--- src/rtl/lsu_rmw.sv ---
// rtl/lsu_rmw.sv - RV32 load/store unit with word-only memory port and sub-word read-modify-write
package lsu_rmw_pkg;
    localparam logic [2:0] MEM_LB  = 3'd0;
    localparam logic [2:0] MEM_LH  = 3'd1;
    localparam logic [2:0] MEM_LW  = 3'd2;
    localparam logic [2:0] MEM_LBU = 3'd3;
    localparam logic [2:0] MEM_LHU = 3'd4;
    localparam logic [2:0] MEM_SB  = 3'd5;
    localparam logic [2:0] MEM_SH  = 3'd6;
    localparam logic [2:0] MEM_SW  = 3'd7;
endpackage

module lsu_rmw #(
    parameter logic ALIGN_CHECK = 1'b1
) (
    input  logic        clk_i,
    input  logic        rst_i,
    input  logic        req_valid_i,
    output logic        req_ready_o,
    input  logic [2:0]  req_op_i,
    input  logic [31:0] req_addr_i,
    input  logic [31:0] req_wdata_i,
    output logic        rsp_valid_o,
    output logic [31:0] rsp_rdata_o,
    output logic        rsp_misalign_o,
    output logic [2:0]  mem_ctrl_o,
    output logic [31:0] mem_addr_o,
    output logic [31:0] mem_wdata_o,
    input  logic [31:0] mem_rdata_i
);
    import lsu_rmw_pkg::*;

    typedef enum logic [1:0] {
        IDLE  = 2'd0,
        READ  = 2'd1,
        WRITE = 2'd2,
        RESP  = 2'd3
    } state_t;

    state_t      state_q;
    state_t      state_d;
    logic [2:0]  op_q;
    logic [31:0] addr_q;
    logic [31:0] wdata_q;
    logic [31:0] word_q;
    logic [31:0] rsp_rdata_q;
    logic        rsp_misalign_q;
    logic        req_fault;

    function automatic logic is_load(input logic [2:0] op);
        return (op == MEM_LB) || (op == MEM_LH) || (op == MEM_LW) ||
               (op == MEM_LBU) || (op == MEM_LHU);
    endfunction

    function automatic logic misaligned(input logic [2:0] op, input logic [1:0] lane);
        logic half;
        logic word;
        half = (op == MEM_LH) || (op == MEM_LHU) || (op == MEM_SH);
        word = (op == MEM_LW) || (op == MEM_SW);
        return ALIGN_CHECK && ((half && lane[0]) || (word && (lane != 2'b00)));
    endfunction

    function automatic logic [31:0] extract(input logic [2:0] op, input logic [1:0] lane,
                                            input logic [31:0] w);
        logic [7:0]  b;
        logic [15:0] h;
        case (lane)
            2'd0:    b = w[7:0];
            2'd1:    b = w[15:8];
            2'd2:    b = w[23:16];
            default: b = w[31:24];
        endcase
        h = lane[1] ? w[31:16] : w[15:0];
        case (op)
            MEM_LB:  return {{24{b[7]}}, b};
            MEM_LBU: return {24'h0, b};
            MEM_LH:  return {{16{h[15]}}, h};
            MEM_LHU: return {16'h0, h};
            default: return w;
        endcase
    endfunction

    // Sub-word stores splice the new lane into the word captured during READ.
    function automatic logic [31:0] merge(input logic [2:0] op, input logic [1:0] lane,
                                          input logic [31:0] w, input logic [31:0] d);
        logic [31:0] m;
        m = w;
        if (op == MEM_SB) begin
            case (lane)
                2'd0:    m[7:0]   = d[7:0];
                2'd1:    m[15:8]  = d[7:0];
                2'd2:    m[23:16] = d[7:0];
                default: m[31:24] = d[7:0];
            endcase
        end else if (op == MEM_SH) begin
            if (lane[1]) m[31:16] = d[15:0];
            else         m[15:0]  = d[15:0];
        end else begin
            m = d;
        end
        return m;
    endfunction

    assign req_fault = misaligned(req_op_i, req_addr_i[1:0]);

    always_ff @(posedge clk_i or posedge rst_i) begin
        if (rst_i) begin
            state_q        <= IDLE;
            op_q           <= MEM_LW;
            addr_q         <= 32'h0;
            wdata_q        <= 32'h0;
            word_q         <= 32'h0;
            rsp_rdata_q    <= 32'h0;
            rsp_misalign_q <= 1'b0;
        end else begin
            state_q <= state_d;
            case (state_q)
                IDLE: begin
                    if (req_valid_i) begin
                        op_q    <= req_op_i;
                        addr_q  <= req_addr_i;
                        wdata_q <= req_wdata_i;
                        if (req_fault) begin
                            rsp_rdata_q    <= 32'h0;
                            rsp_misalign_q <= 1'b1;
                        end
                    end
                end
                READ: begin
                    word_q <= mem_rdata_i;
                    if (is_load(op_q)) begin
                        rsp_rdata_q    <= extract(op_q, addr_q[1:0], mem_rdata_i);
                        rsp_misalign_q <= 1'b0;
                    end
                end
                WRITE: begin
                    rsp_rdata_q    <= 32'h0;
                    rsp_misalign_q <= 1'b0;
                end
                default: ;
            endcase
        end
    end

    always_comb begin
        state_d = state_q;
        case (state_q)
            IDLE: begin
                if (req_valid_i) begin
                    if (req_fault)              state_d = RESP;
                    else if (req_op_i == MEM_SW) state_d = WRITE;
                    else                        state_d = READ;
                end
            end
            READ:    state_d = is_load(op_q) ? RESP : WRITE;
            WRITE:   state_d = RESP;
            default: state_d = IDLE;
        endcase
    end

    always_comb begin
        req_ready_o    = (state_q == IDLE);
        rsp_valid_o    = (state_q == RESP);
        rsp_rdata_o    = rsp_rdata_q;
        rsp_misalign_o = rsp_misalign_q;
        mem_ctrl_o     = MEM_LW;
        mem_addr_o     = 32'h0;
        mem_wdata_o    = 32'h0;
        if (state_q == READ) begin
            mem_addr_o = {addr_q[31:2], 2'b00};
        end else if (state_q == WRITE) begin
            // Reset gates the write strobe directly so an edge coinciding with reset cannot commit.
            mem_ctrl_o  = rst_i ? MEM_LW : MEM_SW;
            mem_addr_o  = {addr_q[31:2], 2'b00};
            mem_wdata_o = merge(op_q, addr_q[1:0], word_q, wdata_q);
        end
    end

endmodule

--- config.mk ---
export PLATFORM = sky130hd
export DESIGN_NAME = lsu_rmw
export DESIGN_NICKNAME = d
export VERILOG_FILES = /design/src/rtl/lsu_rmw.sv
export SDC_FILE = /design/constraint.sdc
export NUM_CORES = 1
export LEC_CHECK = 0
export CORE_MARGIN = 2
export CORE_UTILIZATION = 46
export CTS_BUF_LIST = sky130_fd_sc_hd__clkbuf_4
export DETAILED_ROUTE_END_ITERATION = 6
export PLACE_DENSITY = 0.79
export RECOVER_POWER = 50
export SKIP_CTS_REPAIR_TIMING = 1
export SLEW_MARGIN = 25
export SYNTH_ARGS = -nofsm -noshare
export SYNTH_HDL_FRONTEND = slang
export SYNTH_SLANG_ARGS = --single-unit
--- constraint.sdc ---
create_clock -name clk_i -period 3.8 [get_ports clk_i]
set_input_delay 0.57 -clock clk_i [delete_from_list [all_inputs] [get_ports clk_i]]
set_output_delay 0.57 -clock clk_i [all_outputs]
set_load 0.03 [all_outputs]
==> report_table.html, run 1 <==
<table>
<tr><th>Metric</th><th>Value</th></tr>
<tr><th colspan="2">Run status</th></tr>
<tr><td>Result of the run</td><td>finished with violations</td></tr>
<tr><td>Violations in the final reports</td><td>DRC, capacitance limit, slew limit</td></tr>
<tr><th colspan="2">Power and ir drop</th></tr>
<tr><td>Internal power contribution</td><td>between 4000 and 5000 uW</td></tr>
<tr><td>Static leakage power</td><td>between 0.004 and 0.005 uW</td></tr>
<tr><td>Fraction of power spent switching nets</td><td>a little under half</td></tr>
<tr><td>Sw Pwr</td><td>4310 uW</td></tr>
<tr><td>Combinational cell fraction of total power</td><td>approximately 62%</td></tr>
<tr><td>Flop pwr share</td><td>~29%</td></tr>
<tr><td>Max rail drop VDD</td><td>between 0.5 and 0.6 mV</td></tr>
<tr><td>PD cells</td><td>around 900 nW/um^2</td></tr>
<tr><td>Clock power share</td><td>8.8%</td></tr>
<tr><th colspan="2">Timing</th></tr>
<tr><td>Final worst-path setup slack</td><td>about 0.19 ns</td></tr>
<tr><td>Setup violations, final</td><td>0</td></tr>
<tr><td>Fmax</td><td>between 200 and 300 MHz</td></tr>
<tr><td>Period minus WS final</td><td>between 3 and 4 ns</td></tr>
<tr><td>Total Neg Setup Slack</td><td>0 ns</td></tr>
<tr><td>Clock tree skew after final layout</td><td>0.0211 ns</td></tr>
<tr><td>Fin. max-slew vios</td><td>between 150 and 200</td></tr>
<tr><td>Unrepaired setup endpoints after global routing</td><td>no</td></tr>
<tr><td>Relative slew margins</td><td>-29.9%</td></tr>
<tr><td>Hold Fails Final Rpt</td><td>0</td></tr>
<tr><td>Worst slew pin tran</td><td>between 1.5 and 2 ns</td></tr>
<tr><td>Final worst path period share</td><td>approximately 95%</td></tr>
<tr><th colspan="2">Worst setup path</th></tr>
<tr><td>Largest fanout of any net on the critical path</td><td>8</td></tr>
<tr><td>Worst Reg-to-Reg Cells</td><td>7</td></tr>
<tr><td>Endpoint type of the worst setup path</td><td>output pin</td></tr>
<tr><td>Crit path DAT</td><td>~3 ns</td></tr>
<tr><td>Worst path required time</td><td>about 3.2 ns</td></tr>
<tr><td>Classification of the worst setup path</td><td>reg -&gt; out</td></tr>
<tr><td>Register-to-register setup slack</td><td>0.32 ns</td></tr>
<tr><td>Reg-to-reg endpoint</td><td>rsp_rdata_o[3]$_DFFE_PP0P_</td></tr>
<tr><td>Type of origin of the critical path</td><td>flop</td></tr>
<tr><td>Reg2Reg Launch Point</td><td>state_q[1]$_DFFE_PP0N_</td></tr>
<tr><th colspan="2">Synth</th></tr>
<tr><td>Post-synthesis instance total</td><td>about 760</td></tr>
<tr><td>Number of warnings printed during yosys synthesis</td><td>0</td></tr>
<tr><td>Netlist area before placement</td><td>a little under 8000 um^2</td></tr>
<tr><td>Post-synthesis average cell area</td><td>10.3 um^2</td></tr>
<tr><td>Share of flip-flops with an asynchronous set or reset after synthesis</td><td>100%</td></tr>
<tr><td>FF+latch count, synth</td><td>134</td></tr>
<tr><td>Count of flip-flops with a built-in enable after synthesis</td><td>0</td></tr>
<tr><td>Portion of the post-synthesis area used by sequential elements</td><td>42.8%</td></tr>
<tr><td>Top_reg_cell synth</td><td>dfrtp_1</td></tr>
<tr><td>Post-synthesis cell type count</td><td>52</td></tr>
<tr><th colspan="2">Clocking</th></tr>
<tr><td>Clock-pin slew reported for the worst setup and hold paths after clock tree synthesis</td><td>about 0.12 ns</td></tr>
<tr><td>Clock insertion delay at the later pin of the skew report</td><td>about 0.56 ns</td></tr>
<tr><td>Total clock sinks</td><td>134</td></tr>
<tr><td>CTS tree</td><td>built</td></tr>
<tr><td>Number of buffers between clock root and the deepest sink</td><td>2</td></tr>
<tr><td>Num CTS Buffers</td><td>17</td></tr>
<tr><td>Clock Tree Root</td><td>clkbuf_4</td></tr>
<tr><td>Htree depth</td><td>4</td></tr>
<tr><th colspan="2">Floorplanning</th></tr>
<tr><td>Standard-cell row count</td><td>47</td></tr>
<tr><td>DIE HEIGHT</td><td>about 130 um</td></tr>
<tr><td>DIE WIDTH</td><td>~130 um</td></tr>
<tr><td>Number of I/O pins</td><td>~200</td></tr>
<tr><td>Placeable core region</td><td>roughly 17000 um^2</td></tr>
<tr><td>Die area</td><td>around 18000 um^2</td></tr>
<tr><td>Initial Utilization</td><td>47.1%</td></tr>
<tr><th colspan="2">Global route</th></tr>
<tr><td>Initial antenna violation count</td><td>1</td></tr>
<tr><td>Tot GR Track Use</td><td>25.4%</td></tr>
<tr><td>Wire length of the first global-routing pass</td><td>roughly 36 mm</td></tr>
<tr><td>Largest net degree at the start of global routing</td><td>63</td></tr>
<tr><td>Overflow after GRT</td><td>0</td></tr>
<tr><td>Vias in the first global route</td><td>6541</td></tr>
<tr><th colspan="2">Routing</th></tr>
<tr><td>1st-iter DRT viols</td><td>526</td></tr>
<tr><td>Count of antenna-violating nets left after detailed routing</td><td>0</td></tr>
<tr><td>DR WL/cell</td><td>around 20 um</td></tr>
<tr><td>Average vias per placed instance</td><td>5.80</td></tr>
<tr><td>Drc violations</td><td>1</td></tr>
<tr><td>Post-Route WL</td><td>22.9 mm</td></tr>
<tr><td>First drt pass iteration count</td><td>7</td></tr>
<tr><td>Count of vias placed by the detailed router</td><td>between 6000 and 7000</td></tr>
<tr><th colspan="2">Placement</th></tr>
<tr><td>HPWL Detailed</td><td>around 17 mm</td></tr>
<tr><td>Port Buf Inserts</td><td>200</td></tr>
<tr><td>Cells after DPL</td><td>~1100</td></tr>
<tr><td>Post-Place Setup Slack</td><td>approximately 0.7 ns</td></tr>
<tr><td>Routability Congestion</td><td>between 0.8 and 0.9</td></tr>
<tr><th colspan="2">Finish</th></tr>
<tr><td>Share of post-route cells with drive strength above 1</td><td>between 10% and 20%</td></tr>
<tr><td>Final nets</td><td>1045</td></tr>
<tr><td>Cell Count, Final, Fillers Out</td><td>between 1000 and 1500</td></tr>
<tr><td>Utilization after layout</td><td>61.0%</td></tr>
<tr><td>Area growth, synth to finish</td><td>29.4%</td></tr>
<tr><th colspan="2">Min path</th></tr>
<tr><td>Startpoint of the worst hold path</td><td>rsp_rdata_o[21]$_DFFE_PP0P_</td></tr>
<tr><td>Hold Path Sink</td><td>rsp_rdata_o[21]$_DFFE_PP0P_</td></tr>
<tr><td>Worst hold path class</td><td>reg -&gt; reg</td></tr>
<tr><td>Worst hold stages</td><td>2</td></tr>
<tr><th colspan="2">Run</th></tr>
<tr><td>Max Cap Violations</td><td>5</td></tr>
</table>
-- layout make-up --
type	instances	area [um^2]
fill	1379	6490
multi-input combinational	554	4110
sequential	134	3360
timing repair buffer	222	2150
tap	220	275
clock buffer	18	135
clock inverter	13	85.1
inverter	10	38.8
antenna	1	2.50
-- power by group through the flow --
| stage | Combinational (uW) | Clock, uW | Sequential, uW |
|---|---|---|---|
| 2_1_floorplan | 3950 | 0 | 2590 |
| 6_report | 5700 | 809 | 2630 |
| 3_5_place_dp | 5660 | 0 | 2650 |
| 5_1_grt | 6130 | 900 | 2710 |
| 4_1_cts | 5680 | 836 | 2620 |
| 3_3_place_gp | 5570 | 0 | 2630 |
-- synth_stat cells (10+ instances only) --
cell type | n | area (um^2)
dfrtp_1 | 133 | 3330
clkbuf_1 | 15 | 56.3
mux2i_1 | 58 | 581
nor2b_1 | 42 | 263
o21ai_2 | 10 | 87.6
a21oi_1 | 37 | 185
nand3_1 | 16 | 80.1
nand2_1 | 42 | 158
buf_2 | 23 | 115
mux2_2 | 106 | 1190
nor2_1 | 91 | 342
buf_4 | 12 | 90.1
a211oi_1 | 33 | 248
o21ai_0 | 12 | 60.1
buf_1 | 11 | 41.3
-- routing by layer --
metal  global-route usage, %  vias to the layer above  wire (um)
met5                       0                        -          0
met4                    8.01                        0        408
met3                    9.05                       37       2210
met2                    39.8                      334      10800
met1                    32.9                     3316       9430
li1                        -                     3113          -
-- kinds of logic after synthesis --
family / count (synthesis) / synth area share (%)
AND/OR/NAND/NOR: 208 / 12.4
XOR/XNOR: 1 / 0.112
multiplexers: 165 / 22.9
AO/OA/AOI/OAI: 173 / 16.0
adder cells (fa/ha/maj): 4 / 0.638
buffers and inverters: 76 / 5.06
flip-flops: 134 / 42.8
other: 2 / 0.0958
-- layout by cell type (no fill, tap or decap), types with 4 or more instances in the layout --
master             n
nand2b_1           4
a31oi_1            8
nand2_1           42
a2111oi_0          6
a22oi_1            8
a22o_1             8
o21ai_1            7
o221ai_1           7
a221oi_1           9
nand3_1           16
inv_1              8
a211oi_1          33
o21ai_2           10
o22ai_1            8
mux2_2           105
a311oi_1           9
dfrtp_1          132
mux2i_1           58
nor2_1            89
clkdlybuf4s50_1  191
clkinvlp_4         6
buf_4             23
nor2b_1           42
clkbuf_4          18
ha_1               4
a21oi_1           37
o21ai_0           12
-- state kept, by name, indices dropped and copies added (netlist names) --
name / cells
state_q: 2
wdata_q: 32
rsp_rdata_o: 32
word_q: 32
addr_q: 32
rsp_misalign_o: 1
op_q: 3
-- how the worst max path moves through the flow --
stage,startpoint,to,slack (ns)
6_report,op_q[1]$_DFFE_PP1P_,mem_wdata_o[8],0.19
5_1_grt,op_q[1]$_DFFE_PP1P_,mem_wdata_o[13],0.04
4_1_cts,op_q[2]$_DFFE_PP0P_,mem_wdata_o[7],0.04
3_5_place_dp,op_q[2]$_DFFE_PP0P_,mem_wdata_o[7],0.68
3_3_place_gp,op_q[2]$_DFFE_PP0P_,mem_wdata_o[7],0.67
2_1_floorplan,op_q[1]$_DFFE_PP1P_,mem_wdata_o[8],1.09
-- worst max-delay path: stages, from the launching register on --
cell             delay (ns)
dfstp_2                0.58
nor2b_1                0.25
nand3_2                0.29
mux2_2                 0.32
nor2_1                 0.04
a211oi_1               0.28
clkdlybuf4s50_1        0.73
-- stage by stage --
stage / power, uW / instance area, um^2 / hold slack (ns)
3_5_place_dp: 8310 / 9960 / 0.465
5_1_grt: 9730 / 10100 / 0.512
3_3_place_gp: 8190 / 9960 / 0.463
6_report: 9140 / 10100 / 0.489
2_1_floorplan: 6530 / 7850 / 0.471
4_1_cts: 9140 / 10200 / 0.362
Note: power is estimated with default switching activity, not from simulation.
==> run 2: changes to the inputs <==
- GPL_TIMING_DRIVEN: not set -> 0
==> run 2 against run 1 <==
Net effect:
- the flow now finishes without violations
- highest routed layer unchanged
- maximum frequency down 2.1%
- clock-buffer cell count down 1
- utilization up 1.9 points
- global-route usage up 2.0 points
- largest power group unchanged
- wire length increased by 8.8%
- critical path depth up 1
- register-to-register slack improved by 0.95 ns
- via count grew 5.8%
- combinational power rose by 4.6%
- cell count is 4.2% higher
==> report_table.html, run 2 (synthesis gave the netlist of run 1 again) <==
<table>
<tr><th>Metric</th><th>Value</th></tr>
<tr><th colspan="2">Floorplanning</th></tr>
<tr><td>DIE WIDTH</td><td>approximately 130 um</td></tr>
<tr><td>Initial Utilization</td><td>between 40% and 50%</td></tr>
<tr><td>Number of I/O pins</td><td>~200</td></tr>
<tr><td>Standard-cell row count</td><td>between 40 and 50</td></tr>
<tr><td>Placeable core region</td><td>16600 um^2</td></tr>
<tr><td>Die area</td><td>around 18000 um^2</td></tr>
<tr><td>DIE HEIGHT</td><td>135 um</td></tr>
<tr><th colspan="2">Routing</th></tr>
<tr><td>Post-Route WL</td><td>approximately 25 mm</td></tr>
<tr><td>1st-iter DRT viols</td><td>620</td></tr>
<tr><td>DR WL/cell</td><td>between 20 and 25 um</td></tr>
<tr><td>Count of antenna-violating nets left after detailed routing</td><td>0</td></tr>
<tr><td>Detailed-routed wire length on met2</td><td>between 10 and 15 mm</td></tr>
<tr><td>Highest routing layer actually used</td><td>met4</td></tr>
<tr><td>Count of vias placed by the detailed router</td><td>7192</td></tr>
<tr><td>Routed length on met1</td><td>between 9 and 10 mm</td></tr>
<tr><td>First drt pass iteration count</td><td>6</td></tr>
<tr><td>Average vias per placed instance</td><td>approximately 6</td></tr>
<tr><td>Met3 wire length</td><td>2.78 mm</td></tr>
<tr><td>Drc violations</td><td>0</td></tr>
<tr><th colspan="2">Worst setup path</th></tr>
<tr><td>Largest fanout of any net on the critical path</td><td>10</td></tr>
<tr><td>Worst path required time</td><td>~3.2 ns</td></tr>
<tr><td>List of cells traversed by the critical path</td><td>nand2b_1, buf_2, nor2_1, buf_2, buf_1, a211oi_1, clkdlybuf4s50_1</td></tr>
<tr><td>Worst Reg-to-Reg Cells</td><td>6</td></tr>
<tr><td>Highest-delay cell along the critical path</td><td>clkdlybuf4s50_1</td></tr>
<tr><td>Endpoint type of the worst setup path</td><td>output pin</td></tr>
<tr><td>Cell repeated most along the worst path</td><td>buf_2</td></tr>
<tr><td>Reg2Reg Launch Point</td><td>state_q[0]$_DFFE_PP0N_</td></tr>
<tr><td>Classification of the worst setup path</td><td>reg -&gt; out</td></tr>
<tr><td>Type of origin of the critical path</td><td>flop</td></tr>
<tr><td>Buffering stage count on the worst path with inverters included</td><td>4</td></tr>
<tr><td>Reg-to-reg endpoint</td><td>addr_q[29]$_DFFE_PP0P_</td></tr>
<tr><td>Register-to-register setup slack</td><td>1.27 ns</td></tr>
<tr><td>Crit path DAT</td><td>3.12 ns</td></tr>
<tr><td>Max stage delay on crit path</td><td>0.72 ns</td></tr>
<tr><td>Cell type group with the largest total delay on the critical path</td><td>buffers and inverters</td></tr>
<tr><th colspan="2">Global route</th></tr>
<tr><td>Largest net degree at the start of global routing</td><td>33</td></tr>
<tr><td>Vias in the first global route</td><td>slightly above 7000</td></tr>
<tr><td>Initial antenna violation count</td><td>2</td></tr>
<tr><td>Wire length of the first global-routing pass</td><td>roughly 38 mm</td></tr>
<tr><td>Tot GR Track Use</td><td>a little over a quarter</td></tr>
<tr><td>Overflow after GRT</td><td>0</td></tr>
<tr><th colspan="2">Power and ir drop</th></tr>
<tr><td>Power, Total</td><td>between 9000 and 10000 uW</td></tr>
<tr><td>Max rail drop VDD</td><td>roughly 0.50 mV</td></tr>
<tr><td>PD cells</td><td>a little over 900 nW/um^2</td></tr>
<tr><td>Static leakage power</td><td>between 0.004 and 0.005 uW</td></tr>
<tr><th colspan="2">Timing</th></tr>
<tr><td>Fin Hold WS</td><td>roughly 0.28 ns</td></tr>
<tr><td>Clock tree skew after final layout</td><td>roughly 0.022 ns</td></tr>
<tr><td>Worst slew pin tran</td><td>1.21 ns</td></tr>
<tr><td>Hold Fails Final Rpt</td><td>0</td></tr>
<tr><td>Fin. max-slew vios</td><td>0</td></tr>
<tr><td>Relative slew margins</td><td>between 10% and 20%</td></tr>
<tr><td>Period minus WS final</td><td>between 3 and 4 ns</td></tr>
<tr><td>Fmax</td><td>between 200 and 300 MHz</td></tr>
<tr><td>Final worst path period share</td><td>97.2%</td></tr>
<tr><td>Unrepaired setup endpoints after global routing</td><td>no</td></tr>
<tr><td>Setup violations, final</td><td>0</td></tr>
<tr><th colspan="2">Finish</th></tr>
<tr><td>Post-layout instance area</td><td>~10000 um^2</td></tr>
<tr><td>Area growth, synth to finish</td><td>33.4%</td></tr>
<tr><td>Most common cell after layout, fill and taps aside</td><td>clkdlybuf4s50_1</td></tr>
<tr><td>Most used cells in the layout excluding fill and tap cells</td><td>179 x clkdlybuf4s50_1, 133 x dfrtp_1, 106 x mux2_2</td></tr>
<tr><td>Final nets</td><td>approximately 1100</td></tr>
<tr><td>Share of post-route cells with drive strength above 1</td><td>~21%</td></tr>
<tr><th colspan="2">Min path</th></tr>
<tr><td>Startpoint of the worst hold path</td><td>req_op_i[2]</td></tr>
<tr><td>Hold Path Sink</td><td>op_q[2]$_DFFE_PP0P_</td></tr>
<tr><td>Worst hold path class</td><td>in -&gt; reg</td></tr>
<tr><td>Worst hold stages</td><td>2</td></tr>
<tr><th colspan="2">Placement</th></tr>
<tr><td>Instance area after placement</td><td>~10000 um^2</td></tr>
<tr><td>Routability Congestion</td><td>0.953</td></tr>
<tr><td>Port Buf Inserts</td><td>between 150 and 200</td></tr>
<tr><td>HPWL Detailed</td><td>between 15 and 20 mm</td></tr>
<tr><th colspan="2">Clocking</th></tr>
<tr><td>Number of buffers between clock root and the deepest sink</td><td>2</td></tr>
<tr><td>CTS tree</td><td>built</td></tr>
<tr><td>Clock-pin slew reported for the worst setup and hold paths after clock tree synthesis</td><td>approximately 0.10 ns</td></tr>
<tr><td>Htree depth</td><td>4</td></tr>
<tr><td>Total clock sinks</td><td>about 130</td></tr>
<tr><td>Num CTS Buffers</td><td>17</td></tr>
<tr><td>Clock insertion delay at the later pin of the skew report</td><td>between 0.5 and 0.6 ns</td></tr>
<tr><td>Clock Tree Root</td><td>clkbuf_4</td></tr>
<tr><th colspan="2">Run</th></tr>
<tr><td>Max Cap Violations</td><td>0</td></tr>
<tr><th colspan="2">Run status</th></tr>
<tr><td>Result of the run</td><td>completed</td></tr>
</table>
==> run 2: cell count changes in the layout (fill, tap and decap cells not counted), sizes merged <==
cell,before,now
inv,10,14
clkdlybuf4s50,191,179
buf,25,46
dlymetal6s2s,0,18
diode,1,2
clkinvlp,7,4
bufinv,0,1
clkbuf,23,42
==> run 2: layer usage <==
layer	GRT usage (%)	vias to the layer above
li1	-	3216
met1	34.6	3435
met3	10.3	81
met2	43.4	460
met4	9.18	0
met5	0	-
==> run 2: worst max path at each step <==
stage,start,end,slack (ns),cells after the start
2_1_floorplan,op_q[1]$_DFFE_PP1P_,mem_wdata_o[8],1.09,6
3_3_place_gp,rst_i,rsp_rdata_o[23]$_DFFE_PP0P_,0.35,2
3_5_place_dp,state_q[1]$_DFFE_PP0N_,mem_ctrl_o[2],0.37,9
4_1_cts,state_q[1]$_DFFE_PP0N_,mem_ctrl_o[2],-0.26,9
5_1_grt,op_q[1]$_DFFE_PP1P_,mem_wdata_o[20],0.005,7
6_report,op_q[1]$_DFFE_PP1P_,mem_wdata_o[23],0.11,7
==> run 2: cell type report <==
class                   count  area, um^2
fillers                  1427        6180
multi-input cells         554        4080
flip-flops and latches    134        3350
repair buffers            204        2080
plain buffers              65         353
well taps                 220         275
clock inverters            15         144
clock buffers              17         128
inverters                  10        42.5
diodes                      2        5.00
==> run 2: report_power, final <==
group | switching [uW] | internal, uW | total, uW
registers | 518 | 2080 | 2600
logic | 3410 | 2550 | 5960
clock network | 594 | 338 | 932
==> run 2: worst register-to-register path, cell delays in order, from the launching register on <==
cell and delay (ns):
dfrtp_1 0.42, inv_1 0.08, ha_1 0.32, nand2_1 0.29
clkbuf_1 0.45, clkbuf_1 0.48, mux2_2 0.40
==> run 2: per-stage QoR <==
step,util (%),TNS [ns],setup WS [ns],std cells
after global routing,62.9,0,0.00541,1221
after CTS,63.1,-5.04,-0.256,1219
after detailed placement,61.5,0,0.375,1187
after floorplan,-,0,1.09,764
after global placement,60.7,0,0.351,1182
final,62.9,0,0.108,1221
